File: config.mk
export PLATFORM = sky130hd
export DESIGN_NAME = alu_cmd_driver
export DESIGN_NICKNAME = d
export VERILOG_FILES = /design/src/rtl/alu_pkg.sv /design/src/rtl/alu_cmd_fifo.sv /design/src/rtl/alu_cmd_driver.sv
export SDC_FILE = /design/constraint.sdc
export NUM_CORES = 1
export LEC_CHECK = 0
export CORE_ASPECT_RATIO = 0.6
export CORE_UTILIZATION = 40
export DETAILED_ROUTE_END_ITERATION = 12
export HOLD_SLACK_MARGIN = 0.06
export PLACE_DENSITY = 0.63
export REMOVE_ABC_BUFFERS = 1
export SYNTH_ARGS = -nofsm -noshare
export SYNTH_HDL_FRONTEND = slang
export SYNTH_SLANG_ARGS = --single-unit
File: constraint.sdc
create_clock -name clk -period 2.6 [get_ports clk]
set_clock_uncertainty 0.1 [all_clocks]
set_input_delay 0.52 -clock clk [delete_from_list [all_inputs] [get_ports clk]]
set_output_delay 0.52 -clock clk [all_outputs]
set_load 0.02 [all_outputs]
File: src/rtl/alu_pkg.sv
// Shared types for the ALU command driver: opcode set, queued command word and the
// result byte returned for a rejected divide.
package alu_pkg;

    typedef enum logic [3:0] {
        ADD  = 4'd0,  SUB  = 4'd1,  MUL  = 4'd2,  DIV  = 4'd3,
        ADDA = 4'd4,  MULA = 4'd5,  MAC  = 4'd6,  ROL  = 4'd7,
        ROR  = 4'd8,  AND  = 4'd9,  OR   = 4'd10, XOR  = 4'd11,
        NAND = 4'd12, EQ   = 4'd13, GT   = 4'd14, LT   = 4'd15
    } alu_op_e;

    typedef struct packed {
        alu_op_e    op;
        logic [7:0] a;
        logic [7:0] b;
    } alu_cmd_t;

    localparam logic [7:0] DIV_ERR_VAL = 8'hFF;

    // Ops that fold the ALU's own previous result back in; unsafe to leave selected.
    function automatic logic is_acc_op(input alu_op_e op);
        return (op == ADDA) || (op == MULA) || (op == MAC);
    endfunction

    function automatic logic is_div_zero(input alu_cmd_t cmd);
        return (cmd.op == DIV) && (cmd.b == 8'h00);
    endfunction

endpackage

File: src/rtl/alu_cmd_fifo.sv
// Synchronous command queue: write visible at head one cycle after push, read is
// combinational from head. Push is dropped while full even if a pop occurs the same edge.
module alu_cmd_fifo
    import alu_pkg::*;
#(
    parameter int DEPTH = 4
) (
    input  logic     clk,
    input  logic     rst_n,
    input  logic     push_i,
    input  alu_cmd_t wdata_i,
    input  logic     pop_i,
    output alu_cmd_t rdata_o,
    output logic     full_o,
    output logic     empty_o
);

    localparam int AW = $clog2(DEPTH);
    localparam int CW = AW + 1;
    localparam logic [CW-1:0] FULL_CNT = CW'(DEPTH);

    alu_cmd_t        mem_q [DEPTH];
    logic [AW-1:0]   wr_ptr_q;
    logic [AW-1:0]   rd_ptr_q;
    logic [CW-1:0]   count_q;
    logic            push_en;
    logic            pop_en;

    assign full_o  = (count_q == FULL_CNT);
    assign empty_o = (count_q == '0);
    assign push_en = push_i && !full_o;
    assign pop_en  = pop_i && !empty_o;
    assign rdata_o = mem_q[rd_ptr_q];

    always_ff @(posedge clk) begin
        if (!rst_n) begin
            wr_ptr_q <= '0;
            rd_ptr_q <= '0;
            count_q  <= '0;
        end else begin
            if (push_en) begin
                wr_ptr_q <= wr_ptr_q + 1'b1;
            end
            if (pop_en) begin
                rd_ptr_q <= rd_ptr_q + 1'b1;
            end
            case ({push_en, pop_en})
                2'b10:   count_q <= count_q + 1'b1;
                2'b01:   count_q <= count_q - 1'b1;
                default: count_q <= count_q;
            endcase
        end
    end

    // Storage carries no reset; occupancy alone decides what is valid.
    always_ff @(posedge clk) begin
        if (push_en) begin
            mem_q[wr_ptr_q] <= wdata_i;
        end
    end

endmodule

File: src/rtl/alu_cmd_driver.sv
// Serialises queued ALU commands: issue, wait ALU_LATENCY edges, return result over valid/ready.
// Result is held until accepted; cmd_ready drops only when the queue is full.
module alu_cmd_driver
    import alu_pkg::*;
#(
    parameter int FIFO_DEPTH  = 4,
    parameter int ALU_LATENCY = 1
) (
    input  logic       clk,
    input  logic       rst_n,
    input  logic       cmd_valid,
    output logic       cmd_ready,
    input  logic [3:0] cmd_op,
    input  logic [7:0] cmd_a,
    input  logic [7:0] cmd_b,
    output logic       rsp_valid,
    input  logic       rsp_ready,
    output logic [7:0] rsp_data,
    output logic [3:0] rsp_op,
    output logic       rsp_err,
    output logic [7:0] alu_a,
    output logic [7:0] alu_b,
    output logic [3:0] alu_sel,
    input  logic [7:0] alu_out
);

    localparam logic [1:0] S_IDLE  = 2'd0;
    localparam logic [1:0] S_ISSUE = 2'd1;
    localparam logic [1:0] S_WAIT  = 2'd2;
    localparam logic [1:0] S_RESP  = 2'd3;

    localparam int            LW       = (ALU_LATENCY > 1) ? $clog2(ALU_LATENCY) : 1;
    localparam logic [LW-1:0] LAT_LOAD = LW'(ALU_LATENCY - 1);

    logic [1:0]    state_q, state_d;
    logic [LW-1:0] lat_q, lat_d;
    alu_op_e       op_q, op_d;
    logic [7:0]    alu_a_q, alu_a_d;
    logic [7:0]    alu_b_q, alu_b_d;
    logic [3:0]    alu_sel_q, alu_sel_d;
    logic [7:0]    rsp_data_q, rsp_data_d;
    logic [3:0]    rsp_op_q, rsp_op_d;
    logic          rsp_err_q, rsp_err_d;

    alu_cmd_t      cmd_word;
    alu_cmd_t      head_cmd;
    logic          fifo_full;
    logic          fifo_empty;
    logic          pop;

    assign cmd_word = '{op: alu_op_e'(cmd_op), a: cmd_a, b: cmd_b};

    alu_cmd_fifo #(
        .DEPTH (FIFO_DEPTH)
    ) u_fifo (
        .clk     (clk),
        .rst_n   (rst_n),
        .push_i  (cmd_valid),
        .wdata_i (cmd_word),
        .pop_i   (pop),
        .rdata_o (head_cmd),
        .full_o  (fifo_full),
        .empty_o (fifo_empty)
    );

    assign cmd_ready = !fifo_full;
    assign pop       = !fifo_empty &&
                       ((state_q == S_IDLE) || ((state_q == S_RESP) && rsp_ready));

    always_comb begin
        state_d    = state_q;
        lat_d      = lat_q;
        op_d       = op_q;
        alu_a_d    = alu_a_q;
        alu_b_d    = alu_b_q;
        alu_sel_d  = alu_sel_q;
        rsp_data_d = rsp_data_q;
        rsp_op_d   = rsp_op_q;
        rsp_err_d  = rsp_err_q;
        case (state_q)
            S_IDLE, S_RESP: begin
                if (pop) begin
                    op_d = head_cmd.op;
                    // A zero divisor never reaches the ALU; answer it directly.
                    if (is_div_zero(head_cmd)) begin
                        rsp_data_d = DIV_ERR_VAL;
                        rsp_op_d   = DIV;
                        rsp_err_d  = 1'b1;
                        state_d    = S_RESP;
                    end else begin
                        alu_a_d   = head_cmd.a;
                        alu_b_d   = head_cmd.b;
                        alu_sel_d = head_cmd.op;
                        state_d   = S_ISSUE;
                    end
                end else if ((state_q == S_RESP) && rsp_ready) begin
                    state_d = S_IDLE;
                end
            end
            S_ISSUE: begin
                lat_d   = LAT_LOAD;
                state_d = S_WAIT;
            end
            S_WAIT: begin
                if (lat_q == '0) begin
                    rsp_data_d = alu_out;
                    rsp_op_d   = op_q;
                    rsp_err_d  = 1'b0;
                    // Park on ADD so the free-running ALU stops folding into its accumulator.
                    if (is_acc_op(op_q)) begin
                        alu_sel_d = ADD;
                    end
                    state_d = S_RESP;
                end else begin
                    lat_d = lat_q - 1'b1;
                end
            end
            default: state_d = S_IDLE;
        endcase
    end

    always_ff @(posedge clk) begin
        if (!rst_n) begin
            state_q    <= S_IDLE;
            lat_q      <= '0;
            op_q       <= ADD;
            alu_a_q    <= '0;
            alu_b_q    <= '0;
            alu_sel_q  <= '0;
            rsp_data_q <= '0;
            rsp_op_q   <= '0;
            rsp_err_q  <= 1'b0;
        end else begin
            state_q    <= state_d;
            lat_q      <= lat_d;
            op_q       <= op_d;
            alu_a_q    <= alu_a_d;
            alu_b_q    <= alu_b_d;
            alu_sel_q  <= alu_sel_d;
            rsp_data_q <= rsp_data_d;
            rsp_op_q   <= rsp_op_d;
            rsp_err_q  <= rsp_err_d;
        end
    end

    assign rsp_valid = (state_q == S_RESP);
    assign rsp_data  = rsp_data_q;
    assign rsp_op    = rsp_op_q;
    assign rsp_err   = rsp_err_q;
    assign alu_a     = alu_a_q;
    assign alu_b     = alu_b_q;
    assign alu_sel   = alu_sel_q;

endmodule

==> summary.log <==
INFO  place          io_buffers=66
INFO  sta            finalCritPeriodShare=94.0%
INFO  clock_network  tritoncts_buffer_count=17
INFO  sta            timing.hold.ws=0.345ns
INFO  sta            tns=0ns
INFO  place          placement.setup.worst_slack=-0.0374ns
INFO  drt            drt_iter0_drc=157
INFO  grt            first_global_vias=2,843
INFO  place          post-place-cells=544
INFO  drt            detail_route.first_pass.iterations=4
INFO  critical_path  worstSetupEndpointType=flip-flop
INFO  sta            setup_slack=0.156ns
INFO  layout         layout.cells.most_common=edfxtp_1
INFO  layout         insertedDiodeCount=0
INFO  layout         final_core_utilization=56.2%
INFO  logic_synthesis avgSynthCellArea=15.8um2
INFO  critical_path  cp.required=2.79ns
INFO  logic_synthesis portion_of_synthesized_cell_area_occupied_by_the_leading_cell_type=49.4%
INFO  worst_hold_path worstHoldPathType=flip-flop to flip-flop
INFO  sta            hold_viol_final=0
INFO  logic_synthesis async_flop_share=0%
INFO  critical_path  worst-setup-path-type=flip-flop to flip-flop
INFO  critical_path  rrSetupSlack=0.16ns
INFO  die            chipHeight=87.4um
INFO  grt            maximum_number_of_pins_on_one_net_before_global_route_repair=26
INFO  logic_synthesis dominantRegCellSynth=edfxtp_1
INFO  grt            grt.total_usage=16.6%
INFO  die            start_util=42.1%
INFO  layout         layout-drive-gt1-share=20.1%
INFO  clock_network  cts_root_buffer=clkbuf_16
INFO  sta            slew_headroom=60.3%
INFO  power_and_ir_drop power_density=1140nW/um2
INFO  logic_synthesis yosys_warnings=0
INFO  die            boundaryPins=67
INFO  place          detailed_place_hpwl=6350um
INFO  critical_path  worst_path_max_delay_cell=mux4_2
INFO  die            dieArea=12,600um2
INFO  place          gpl_congestion=0.730
INFO  sta            setup_repair_after_global_routing_missed_its_margin=no
INFO  die            floorplan.die.width=144um
INFO  run_status     outcome=complete, no violations
INFO  sta            minimum_clock_period_after_layout=2.44ns
INFO  layout         final_cell_count_no_fill=577
INFO  logic_synthesis synth_top_cells_by_area=edfxtp_1 49%, dfxtp_1 20%, mux4_2 9.3%
INFO  critical_path  path_delay_family=compound AO/OA/AOI/OAI gates
INFO  clock_network  hold_buffers=0
INFO  layout         layout_common_cells=80 x edfxtp_1, 66 x clkdlybuf4s50_1, 48 x dfxtp_1
INFO  clock_network  tritoncts_num_sinks=128
INFO  logic_synthesis synthesized_area=4870um2
INFO  critical_path  start_kind=flip-flop
INFO  sta            maxClockFrequency=409MHz
INFO  sta            tightest_slew=0.591ns
INFO  critical_path  critPathBufInv=1
INFO  power_and_ir_drop vdd_ir_drop_max=0.518mV
INFO  drt            detail_route.drc_violations=0
INFO  sta            final_max_slew_viol_count=0
INFO  critical_path  max_stage_delay=0.59ns
INFO  clock_network  clock_latency=0.41ns
INFO  logic_synthesis synth_edf_count=80
INFO  drt            detail_route.wirelength=9620um
INFO  critical_path  path_max_fanout=13
INFO  logic_synthesis ys_types=37
INFO  critical_path  crit_chain=buf_4, mux4_2, nor4b_4, nand4_1, a21bo_2, o221a_2
INFO  grt            grt_antenna_before_repair=0
INFO  clock_network  cts-htree-levels=4
INFO  clock_network  cts_tree=done
INFO  logic_synthesis gate_count_post_synth=308
INFO  logic_synthesis synth.ff_latch_count=128
INFO  clock_network  clk_pin_slew=0.05ns
INFO  layout         fill_cells=948
INFO  sta            finalSetupViolCount=0
INFO  job            max-cap-violations=0
INFO  layout         fin_nets=445
INFO  drt            vias=2,878
INFO  critical_path  worst_ep_arrival_time=2.63ns
INFO  die            coreArea=11,600um2
INFO  clock_network  clk_path_buf_depth=2
INFO  die            fp-row-count=30
INFO  grt            wire_length_of_the_first_global_routing_pass=14,900um
INFO  drt            drtAntennaViolNets=0
INFO  logic_synthesis yosysSeqAreaShare=69.1%
INFO  drt            wl_per_cell=16.7um
INFO  layout         area_growth_syn_to_layout=33.5%
INFO  grt            remaining_overflow_grt=0
INFO  drt            viasPerCell=4.99
INFO  power_and_ir_drop power.static_leakage=2.27nW
INFO  logic_synthesis yosys.area.top_type=edfxtp_1
Yosys cell counts (5+ instances only):
cell type	number
mux2i_1	14
nand3_1	8
edfxtp_1	80
ha_1	8
dfxtp_1	48
o221a_1	7
buf_2	5
o21ai_0	6
and3_1	5
nor2_1	22
mux4_2	20
a21oi_1	8
nand2_1	23
clkbuf_1	8
inv_1	9
worst paths after layout:
path / end / start / depth (start not counted)
worst min register to register: alu_b[2]$_SDFFE_PN0P_ / alu_b[2]$_SDFFE_PN0P_ / 2
worst max register to register: rsp_data[1]$_SDFFE_PN0P_ / flip-flop / 6
worst max-delay path: rsp_data[1]$_SDFFE_PN0P_ / flip-flop / 6
worst min-delay path: alu_b[2]$_SDFFE_PN0P_ / alu_b[2]$_SDFFE_PN0P_ / 2
repair_timing:
| action | in CTS | in global routing |
|---|---|---|
| resized for setup | 0 | 2 |
| setup buffers | 0 | 1 |
| endpoints found under the setup margin | 0 | 10 |
report_power, final:
part / internal, mW / leakage [nW] / switching, mW
registers: 2.58 / 1.13 / 0.186
clock network: 1.56 / 0.312 / 0.832
logic: 1.09 / 0.833 / 1.18
total: 5.22 / 2.27 / 2.20
flip-flops by register name, indices dropped and copies added, names as in the netlist, 2 cells and up, named ones only:
name	cells
rsp_data	8
alu_b	8
alu_sel	4
u_fifo.rd_ptr_q	2
alu_a	8
rsp_op	4
u_fifo.mem_q	80
u_fifo.wr_ptr_q	2
op_q	4
state_q	2
u_fifo.count_q	3
routing by layer:
metal | global-route usage, % | part of all wire, %
met3 | 5.39 | 6.6
met2 | 25.0 | 44
met4 | 6.03 | 0.25
met1 | 22.6 | 49
met5 | 0 | 0
stage by stage:
stage          cell area [um2]  total power, mW
3_5_place_dp              5870             5.07
4_1_cts                   6480             7.48
5_1_grt                   6500             7.79
3_3_place_gp              5870             5.03
2_1_floorplan             4800             4.13
6_report                  6500             7.42
area by class of cell:
| type | instances | area [um2] | share of cell area [%] |
|---|---|---|---|
| inverter | 10 | 37.5 | 0.578 |
| sequential | 128 | 3360 | 51.8 |
| clock inverter | 8 | 67.6 | 1.04 |
| tap | 160 | 200 | 3.08 |
| clock buffer | 24 | 546 | 8.40 |
| multi-input combinational | 156 | 1410 | 21.6 |
| timing repair buffer | 91 | 877 | 13.5 |
tightest hold or removal path, cell delays in order (launching register included):
cell and delay, ns:
dfxtp_1 0.31, nand2_1 0.05, o21ai_1 0.05
cells by family after synthesis:
| logic type | count (synthesis) | synth area share (%) |
|---|---|---|
| adders and majority gates | 9 | 2.47 |
| xor gates and xnor gates | 5 | 0.900 |
| and+or+nand+nor | 71 | 7.59 |
| muxes | 34 | 12.1 |
| AOI/OAI and AO/OA | 37 | 5.66 |
| DFF | 128 | 69.1 |
| buffers and inverters | 24 | 2.13 |
Power figures use the tool's default switching activity.
